File: src/rtl/c1_sub4b_seq_if.sv
// ----------------------------------------------------------------------------
// c1_sub4b_seq_if
// Bundles the request, operand and result signals of the bit-serial
// ones'-complement subtractor.
//   start      : request to begin a subtraction (master -> slave)
//   x, y       : 4-bit C1 minuend / subtrahend   (master -> slave)
//   z          : 4-bit C1 result x - y, registered (slave -> master)
//   ovf        : C1 overflow flag of the last result (slave -> master)
//   busy       : operation in progress           (slave -> master)
//   done       : one-cycle pulse, z/ovf valid    (slave -> master)
// ----------------------------------------------------------------------------
interface c1_sub4b_seq_if;
   logic       start;
   logic [3:0] x;
   logic [3:0] y;
   logic [3:0] z;
   logic       ovf;
   logic       busy;
   logic       done;

   modport master (
      output start, x, y,
      input  z, ovf, busy, done
   );

   modport slave (
      input  start, x, y,
      output z, ovf, busy, done
   );
endinterface

File: src/rtl/c1_sub4b_seq.sv
// ----------------------------------------------------------------------------
// c1_sub4b_seq
// Bit-serial ones'-complement subtractor: z = x + ~y with end-around carry.
// A start in IDLE or DONE latches A = x and B = ~y, then four ADD cycles
// run one full-adder bit per cycle LSB first, one EAC cycle folds the final
// carry back in and updates z/ovf, and DONE pulses done for one cycle.
// Ports:
//   clk   : single clock, rising edge
//   rst_b : asynchronous active-low reset
//   bus   : slave side of c1_sub4b_seq_if (start, x, y, z, ovf, busy, done)
// ----------------------------------------------------------------------------
module c1_sub4b_seq (
   input  logic          clk,
   input  logic          rst_b,
   c1_sub4b_seq_if.slave bus
);

   localparam logic [1:0] ST_IDLE = 2'd0;
   localparam logic [1:0] ST_ADD  = 2'd1;
   localparam logic [1:0] ST_EAC  = 2'd2;
   localparam logic [1:0] ST_DONE = 2'd3;

   logic [1:0] state_q, state_d;
   logic [3:0] a_q, a_d;
   logic [3:0] b_q, b_d;
   logic [3:0] res_q, res_d;
   logic [3:0] z_q, z_d;
   logic [1:0] cnt_q, cnt_d;
   logic       carry_q, carry_d;
   logic       ovf_q, ovf_d;
   logic       busy_q, busy_d;
   logic       done_q, done_d;

   logic [1:0] fa_s;        // {carry_out, sum} of the current bit
   logic [3:0] eac_sum_s;   // result with end-around carry folded in

   // One-bit full adder, returns {carry_out, sum}
   function automatic logic [1:0] full_add(input logic a, input logic b, input logic cin);
      full_add = {(a & b) | (a & cin) | (b & cin), a ^ b ^ cin};
   endfunction

   // Next-state, datapath and output computation
   always_comb begin
      state_d   = state_q;
      a_d       = a_q;
      b_d       = b_q;
      res_d     = res_q;
      z_d       = z_q;
      cnt_d     = cnt_q;
      carry_d   = carry_q;
      ovf_d     = ovf_q;
      busy_d    = 1'b0;
      done_d    = 1'b0;
      fa_s      = full_add(a_q[cnt_q], b_q[cnt_q], carry_q);
      eac_sum_s = res_q + {3'b000, carry_q};

      case (state_q)
         ST_IDLE, ST_DONE: begin
            if (bus.start) begin
               state_d = ST_ADD;
               a_d     = bus.x;
               b_d     = ~bus.y;
               res_d   = 4'b0000;
               carry_d = 1'b0;
               cnt_d   = 2'd0;
               busy_d  = 1'b1;
            end else begin
               state_d = ST_IDLE;
            end
         end
         ST_ADD: begin
            // Sum bits enter at the MSB so bit 0 lands at res[0] after 4 shifts
            res_d   = {fa_s[0], res_q[3:1]};
            carry_d = fa_s[1];
            cnt_d   = cnt_q + 2'd1;
            busy_d  = 1'b1;
            if (cnt_q == 2'd3) begin
               state_d = ST_EAC;
            end else begin
               state_d = ST_ADD;
            end
         end
         ST_EAC: begin
            res_d   = eac_sum_s;
            z_d     = eac_sum_s;
            carry_d = 1'b0;
            // Sign rule is applied to the corrected (post end-around) result
            ovf_d   = (a_q[3] == b_q[3]) && (eac_sum_s[3] != a_q[3]);
            done_d  = 1'b1;
            state_d = ST_DONE;
         end
         default: begin
            state_d = ST_IDLE;
         end
      endcase
   end

   // State and output registers with asynchronous reset
   always_ff @(posedge clk or negedge rst_b) begin
      if (!rst_b) begin
         state_q <= ST_IDLE;
         a_q     <= 4'b0000;
         b_q     <= 4'b0000;
         res_q   <= 4'b0000;
         z_q     <= 4'b0000;
         cnt_q   <= 2'd0;
         carry_q <= 1'b0;
         ovf_q   <= 1'b0;
         busy_q  <= 1'b0;
         done_q  <= 1'b0;
      end else begin
         state_q <= state_d;
         a_q     <= a_d;
         b_q     <= b_d;
         res_q   <= res_d;
         z_q     <= z_d;
         cnt_q   <= cnt_d;
         carry_q <= carry_d;
         ovf_q   <= ovf_d;
         busy_q  <= busy_d;
         done_q  <= done_d;
      end
   end

   assign bus.z    = z_q;
   assign bus.ovf  = ovf_q;
   assign bus.busy = busy_q;
   assign bus.done = done_q;

endmodule

File: src/flat_wrapper.sv
// flat-port wrapper written by rule: the top's interface ports become plain ports
module c1_sub4b_seq_flat 
  (clk, rst_b, bus_start, bus_x, bus_y, bus_z, bus_ovf, bus_busy, bus_done);
  c1_sub4b_seq_if bus_i ();
  input  logic clk;
  input  logic rst_b;
  input wire logic [$bits(bus_i.start)-1:0] bus_start;
  input wire logic [$bits(bus_i.x)-1:0] bus_x;
  input wire logic [$bits(bus_i.y)-1:0] bus_y;
  output wire logic [$bits(bus_i.z)-1:0] bus_z;
  output wire logic [$bits(bus_i.ovf)-1:0] bus_ovf;
  output wire logic [$bits(bus_i.busy)-1:0] bus_busy;
  output wire logic [$bits(bus_i.done)-1:0] bus_done;
  assign bus_i.start = bus_start;
  assign bus_i.x = bus_x;
  assign bus_i.y = bus_y;
  assign bus_z = bus_i.z;
  assign bus_ovf = bus_i.ovf;
  assign bus_busy = bus_i.busy;
  assign bus_done = bus_i.done;
  c1_sub4b_seq u_core (.clk(clk), .rst_b(rst_b), .bus(bus_i));
endmodule
File: config.mk
export PLATFORM = sky130hd
export DESIGN_NAME = c1_sub4b_seq_flat
export DESIGN_NICKNAME = d
export VERILOG_FILES = /design/src/rtl/c1_sub4b_seq_if.sv /design/src/rtl/c1_sub4b_seq.sv /design/src/flat_wrapper.sv
export SDC_FILE = /design/constraint.sdc
export NUM_CORES = 1
export LEC_CHECK = 0
export ABC_AREA = 1
export CORE_ASPECT_RATIO = 0.8
export CORE_MARGIN = 5
export CORE_UTILIZATION = 46
export CTS_CLUSTER_SIZE = 40
export DETAILED_ROUTE_END_ITERATION = 8
export MAX_ROUTING_LAYER = met4
export PLACE_DENSITY = 0.81
export SYNTH_ARGS = -nofsm -noshare
export SYNTH_HDL_FRONTEND = slang
export SYNTH_SLANG_ARGS = --single-unit
File: constraint.sdc
create_clock -name clk -period 1.6 [get_ports clk]
set_input_delay 0.48 -clock clk [delete_from_list [all_inputs] [get_ports clk]]
set_output_delay 0.48 -clock clk [all_outputs]
set_load 0.02 [all_outputs]
Word-level counts from Yosys, hierarchy flattened

Index checks and enable logic that the tools add are counted.

Equality and inequality tests: 7
Reduce and logical (&&, ||, !) cells: 6
Order comparisons: 1
Add/sub/neg operators: 2
Multiplexer cells: 16
Bitwise operators: 8

Operators by type and width:

| kind                                                                          | number |
|---|---|
| 4-bit case mux with 3 select lines                                            | 1 |
| 2-bit equality test (second input constant)                                   | 3 |
| 1-bit 2-to-1 mux                                                              | 6 |
| 2-bit case mux with 3 select lines                                            | 1 |
| 4-bit by 1-bit adder with 4-bit output                                        | 1 |
| 1-bit binary-select mux with 2-bit select                                     | 2 |
| 2-bit 2-to-1 mux                                                              | 2 |
| 4-bit 2-to-1 mux                                                              | 1 |
| 4-bit NOT                                                                     | 1 |
| 2-bit case mux with 2 select lines                                            | 1 |
| 2-bit AND reduction                                                           | 2 |
| 1-bit AND                                                                     | 3 |
| 2-bit by 3-bit less-than comparator with 1-bit output (second input constant) | 1 |
| 1-bit case mux with 3 select lines                                            | 1 |
| 2-bit by 1-bit adder with 2-bit output (second input constant)                | 1 |
| 2-bit by 1-bit equality test with 1-bit output (second input constant)        | 1 |
| 2-bit logical NOT                                                             | 1 |
| 2-bit inequality test (second input constant)                                 | 1 |
| 1-bit OR                                                                      | 2 |
| 1-bit case mux with 2 select lines                                            | 1 |
| 2-bit nonzero test                                                            | 1 |
| 2-bit OR reduction                                                            | 1 |
| 1-bit XOR                                                                     | 2 |
| 1-bit equality test                                                           | 1 |
| 2 further kinds                                                               | 2 |

Output and inout port bits: 7
Bits in registers: 24
Input bits: 11

Logic depth before layout (Yosys ltp)

Depth in word-level cells: 6
Mapped depth: 8
Gate-level depth less buffers: 8

Least setup slack after synthesis

OpenSTA, ideal clock, no wires.

Kind: register -> register
Start: reg u_core.cnt_q[0]
End: reg u_core.res_q[3]
Path buffers: 0
Arrival: 1.451 ns
Cell stages (with the launch flop): 8
Period minus slack after synthesis: 1.575 ns
Slack: 0.025 ns
Cell sequence: dfrtp_1 inv_1 nor2_1 o22ai_1 fa_1 nand2_1 o21ai_0 o21bai_1

Word-level cells in the longest chain between the ends: 5

RTL lines:

| element                                   | RTL line            | RTL |
|---|---|---|
| start: declaration                        | c1_sub4b_seq.sv:28  | `logic [1:0] cnt_q, cnt_d;` |
| start signal: assignment                  | c1_sub4b_seq.sv:117 | `cnt_q <= cnt_d;` |
| 1-bit binary-select mux with 2-bit select | c1_sub4b_seq.sv:54  | `fa_s = full_add(a_q[cnt_q], b_q[cnt_q], carry_q);` |
| 1-bit 2-to-1 mux (implied by the code)    | c1_sub4b_seq.sv:54  |  |
| 1-bit XOR * (2 in a row)                  | c1_sub4b_seq.sv:39  | `full_add = {(a & b) \| (a & cin) \| (b & cin), a ^ b ^ cin};` |
| 4-bit case mux with 3 select lines *      | c1_sub4b_seq.sv:57  | `case (state_q)` |
| end signal: assignment                    | c1_sub4b_seq.sv:115 | `res_q <= res_d;` |
| end: declaration                          | c1_sub4b_seq.sv:26  | `logic [3:0] res_q, res_d;` |

Mark *: on every way between the ends. The rest lies on a longest branch, timed or not. The select of a mux whose other input is x is not followed.
A chain may end at the register's enable or synchronous reset.

Final worst setup path

Ends and elaborated chain as after synthesis.

==> reports/results.tsv <==
stage	metric	value	unit
clock_tree	htree_levels	1	
sta	hold_viol_final	0	
global_route	antenna_found_initial	0	
synthesis	synth-seq-area-share	0.527	
hold_path	hold_start	u_core.bus.ovf	
layout	drive_gt1_frac	0.215	
run_status	status	finished with violations	
layout	final_cell_mix	41 x nand2_1, 23 x dfrtp_1, 10 x clkdlybuf4s50_1	
power_and_ir_drop	fin_total_pwr	2.43	mW
place	postPlaceCellArea	1370	um2
layout	nets	168	
sta	holdWs	0.488	ns
synthesis	synth.avg_cell_area	9.26	um2
clock_tree	cts_buffers	3	
sta	maxSlewViolCount	0	
critical_path	crit_type	flop to flop	
die	start_util	0.474	
critical_path	required	1.81	ns
synthesis	yosys_warnings	0	
die	fp.dieW	65.6	um
layout	multi_input_area	514	um2
critical_path	worstPathCellList	buf_6 > nor2_4 > o22ai_2 > fa_1 > nand2_1 > o21ai_1 > o21bai_4	
critical_path	slowest_stage	fa_1	
global_route	first_global_vias	923	
route	vias	924	
clock_tree	clock_path_buffers	2	
critical_path	critPathCaptureType	flop	
critical_path	critical_path_cell_count	7	
layout	fin_util	0.601	
critical_path	timing.rr.end	u_core.res_q[3]	
clock_tree	clock_latency	0.30	ns
sta	finalCriticalPeriod	1.63	ns
global_route	grt_max_degree	25	
global_route	grt-ovfl-total	0	
die	rows	16	
die	core_area	2400	um2
run	timing.max_cap.violations	0	
synthesis	syn_area	1140	um2
sta	setup_ws	-0.0286	ns
sta	period_share	1.02	
power_and_ir_drop	ir_drop	792	uV
route	vias_per_cell	5.25	
sta	rsz0062_at_grt	true	
critical_path	worstRegToRegCells	7	
route	drtIter0Drc	31	
critical_path	arrival	1.84	ns
sta	setup_tns	-0.0286	ns
critical_path	crit_family	adder cells	
place	gp_congestion	0.834	
critical_path	rrSetupSlack	-0.03	ns
route	drc_errors	0	
route	drt_wl_total	2350	um
layout	mostFrequentLayoutCell	nand2_1	
die	die_area	3580	um2
die	ios	18	
clock_tree	cts.clk_slew.worst_paths	0.12	ns
critical_path	crit_buf_inv	1	
place	dp_cells	172	
global_route	grt_usage	0.156	
global_route	grt_first_pass_wirelength	4020	um
place	dp_worst_setup_slack	-0.0576	ns
sta	max_clock_freq	614	MHz
power_and_ir_drop	power_density	1690	nW/um2
hold_path	hold_class	flop to flop	
clock_tree	cts_root_buf	clkbuf_4	
sta	skew	0.00701	ns
synthesis	synth_nets	140	
critical_path	crit_start	u_core.cnt_q[0]	
layout	fillers	197	
synthesis	synth_seq_cells	24	
layout	fin_area	1440	um2
critical_path	timing.rr.start	u_core.cnt_q[0]	
critical_path	crit_fanout	5	
critical_path	setup.worst_path.end	u_core.res_q[3]	
place	io_buffers	17	
layout	instances_no_fill	176	
run_status	violations	negative setup slack	
clock_tree	clock-sinks	24	
clock_tree	cts_tree	done	
critical_path	start_kind	flop	
route	dr.pass1.iters	4	
layout	syn_to_final_growth	26.7	%
sta	worst_slew_pin_slew	0.300	ns
synthesis	yosysUniqueCellTypes	23	
place	place_hpwl	1800	um
sta	relSlewSlack	0.800	
critical_path	slowest_delay	0.48	ns
layout	seq_area	602	um2
layout	n_antenna_cell	0	
route	postRouteAntennaNets	0	
sta	finalSetupViolations	1	
power_and_ir_drop	p_leak	0.721	nW
die	die_h	54.5	um
route	wl_per_cell	13.4	um
synthesis	syn_inst	123	
[where the power goes]
part | switching [mW] | internal (mW)
Sequential | 0.166 | 0.830
Combinational | 0.667 | 0.519
Clock | 0.162 | 0.0879
[per-layer routing]
metal  up-vias  global-route usage  routed length, um
met1       440               0.181                997
met3         2              0.0513                117
met5         -                   -                  0
li1        462                   -                  -
met4         0              0.0310                 13
met2        20               0.268               1220
[final cells by class]
cell class	count	area share
multi-input combinational	84	0.356
tap	27	0.0234
inverter	14	0.0364
timing repair buffer	24	0.151
clock buffer	3	0.0156
sequential	24	0.417
[cells in the mapped netlist]
library cell,instances,area [um2]
dfrtp_1,24,601
a21oi_2,1,8.76
or2_2,1,6.26
o31ai_1,2,15.0
o21bai_1,1,7.51
fa_1,1,20.0
nand2_2,1,6.26
nand2_1,41,154
nand3_1,6,30.0
inv_2,3,11.3
a21oi_4,1,16.3
o221ai_1,1,8.76
o21ai_0,6,30.0
o21ai_1,2,10.0
nor2_2,1,6.26
o21ai_2,4,35.0
ha_1,5,62.6
inv_1,11,41.3
clkbuf_8,1,13.8
nand4_1,1,6.26
o22ai_1,3,18.8
nor2_1,4,15.0
o211ai_1,2,15.0
[logic make-up (layout without fill, tap and decap cells)]
| kind of cell | after synthesis | after routing | synth area share |
|---|---|---|---|
| simple gates | 55 | 55 | 0.197 |
| flops | 24 | 24 | 0.527 |
| compound gates | 23 | 23 | 0.145 |
| buf+inv | 15 | 41 | 0.0582 |
| fa+ha+maj | 6 | 6 | 0.0725 |
[sequential cells by signal, summed over array words and instances, names as in the netlist]
| signal | cells |
|---|---|
| u_core.bus.busy | 1 |
| u_core.state_q | 2 |
| u_core.a_q | 4 |
| u_core.bus.done | 1 |
| u_core.b_q | 4 |
| u_core.res_q | 4 |
| u_core.cnt_q | 2 |
| u_core.carry_q | 1 |
| u_core.bus.z | 4 |
| u_core.bus.ovf | 1 |
[how the worst min path moves through the flow]
stage                      end  slack [ns]  cells past startpoint
5_1_grt          u_core.b_q[2]        0.53                      2
4_1_cts         u_core.bus.ovf        0.49                      2
3_3_place_gp   u_core.bus.z[1]        0.46                      2
2_1_floorplan    u_core.a_q[0]        0.18                      0
3_5_place_dp    u_core.bus.ovf        0.47                      2
6_report        u_core.bus.ovf        0.49                      2
[worst min-delay path: cells and delay by family, from the launching register on]
family,cells,cell delay (ns)
DFF,1,0.36
and+or+nand+nor,2,0.11
[timing repair]
item,in CTS,in global routing
setup buffers,1,0
hold buffers,0,0
resized for setup,18,6
gates cloned,0,0
setup endpoints to repair,8,3
pin swaps,3,2
No activity file was read; power rests on OpenSTA's default activity.
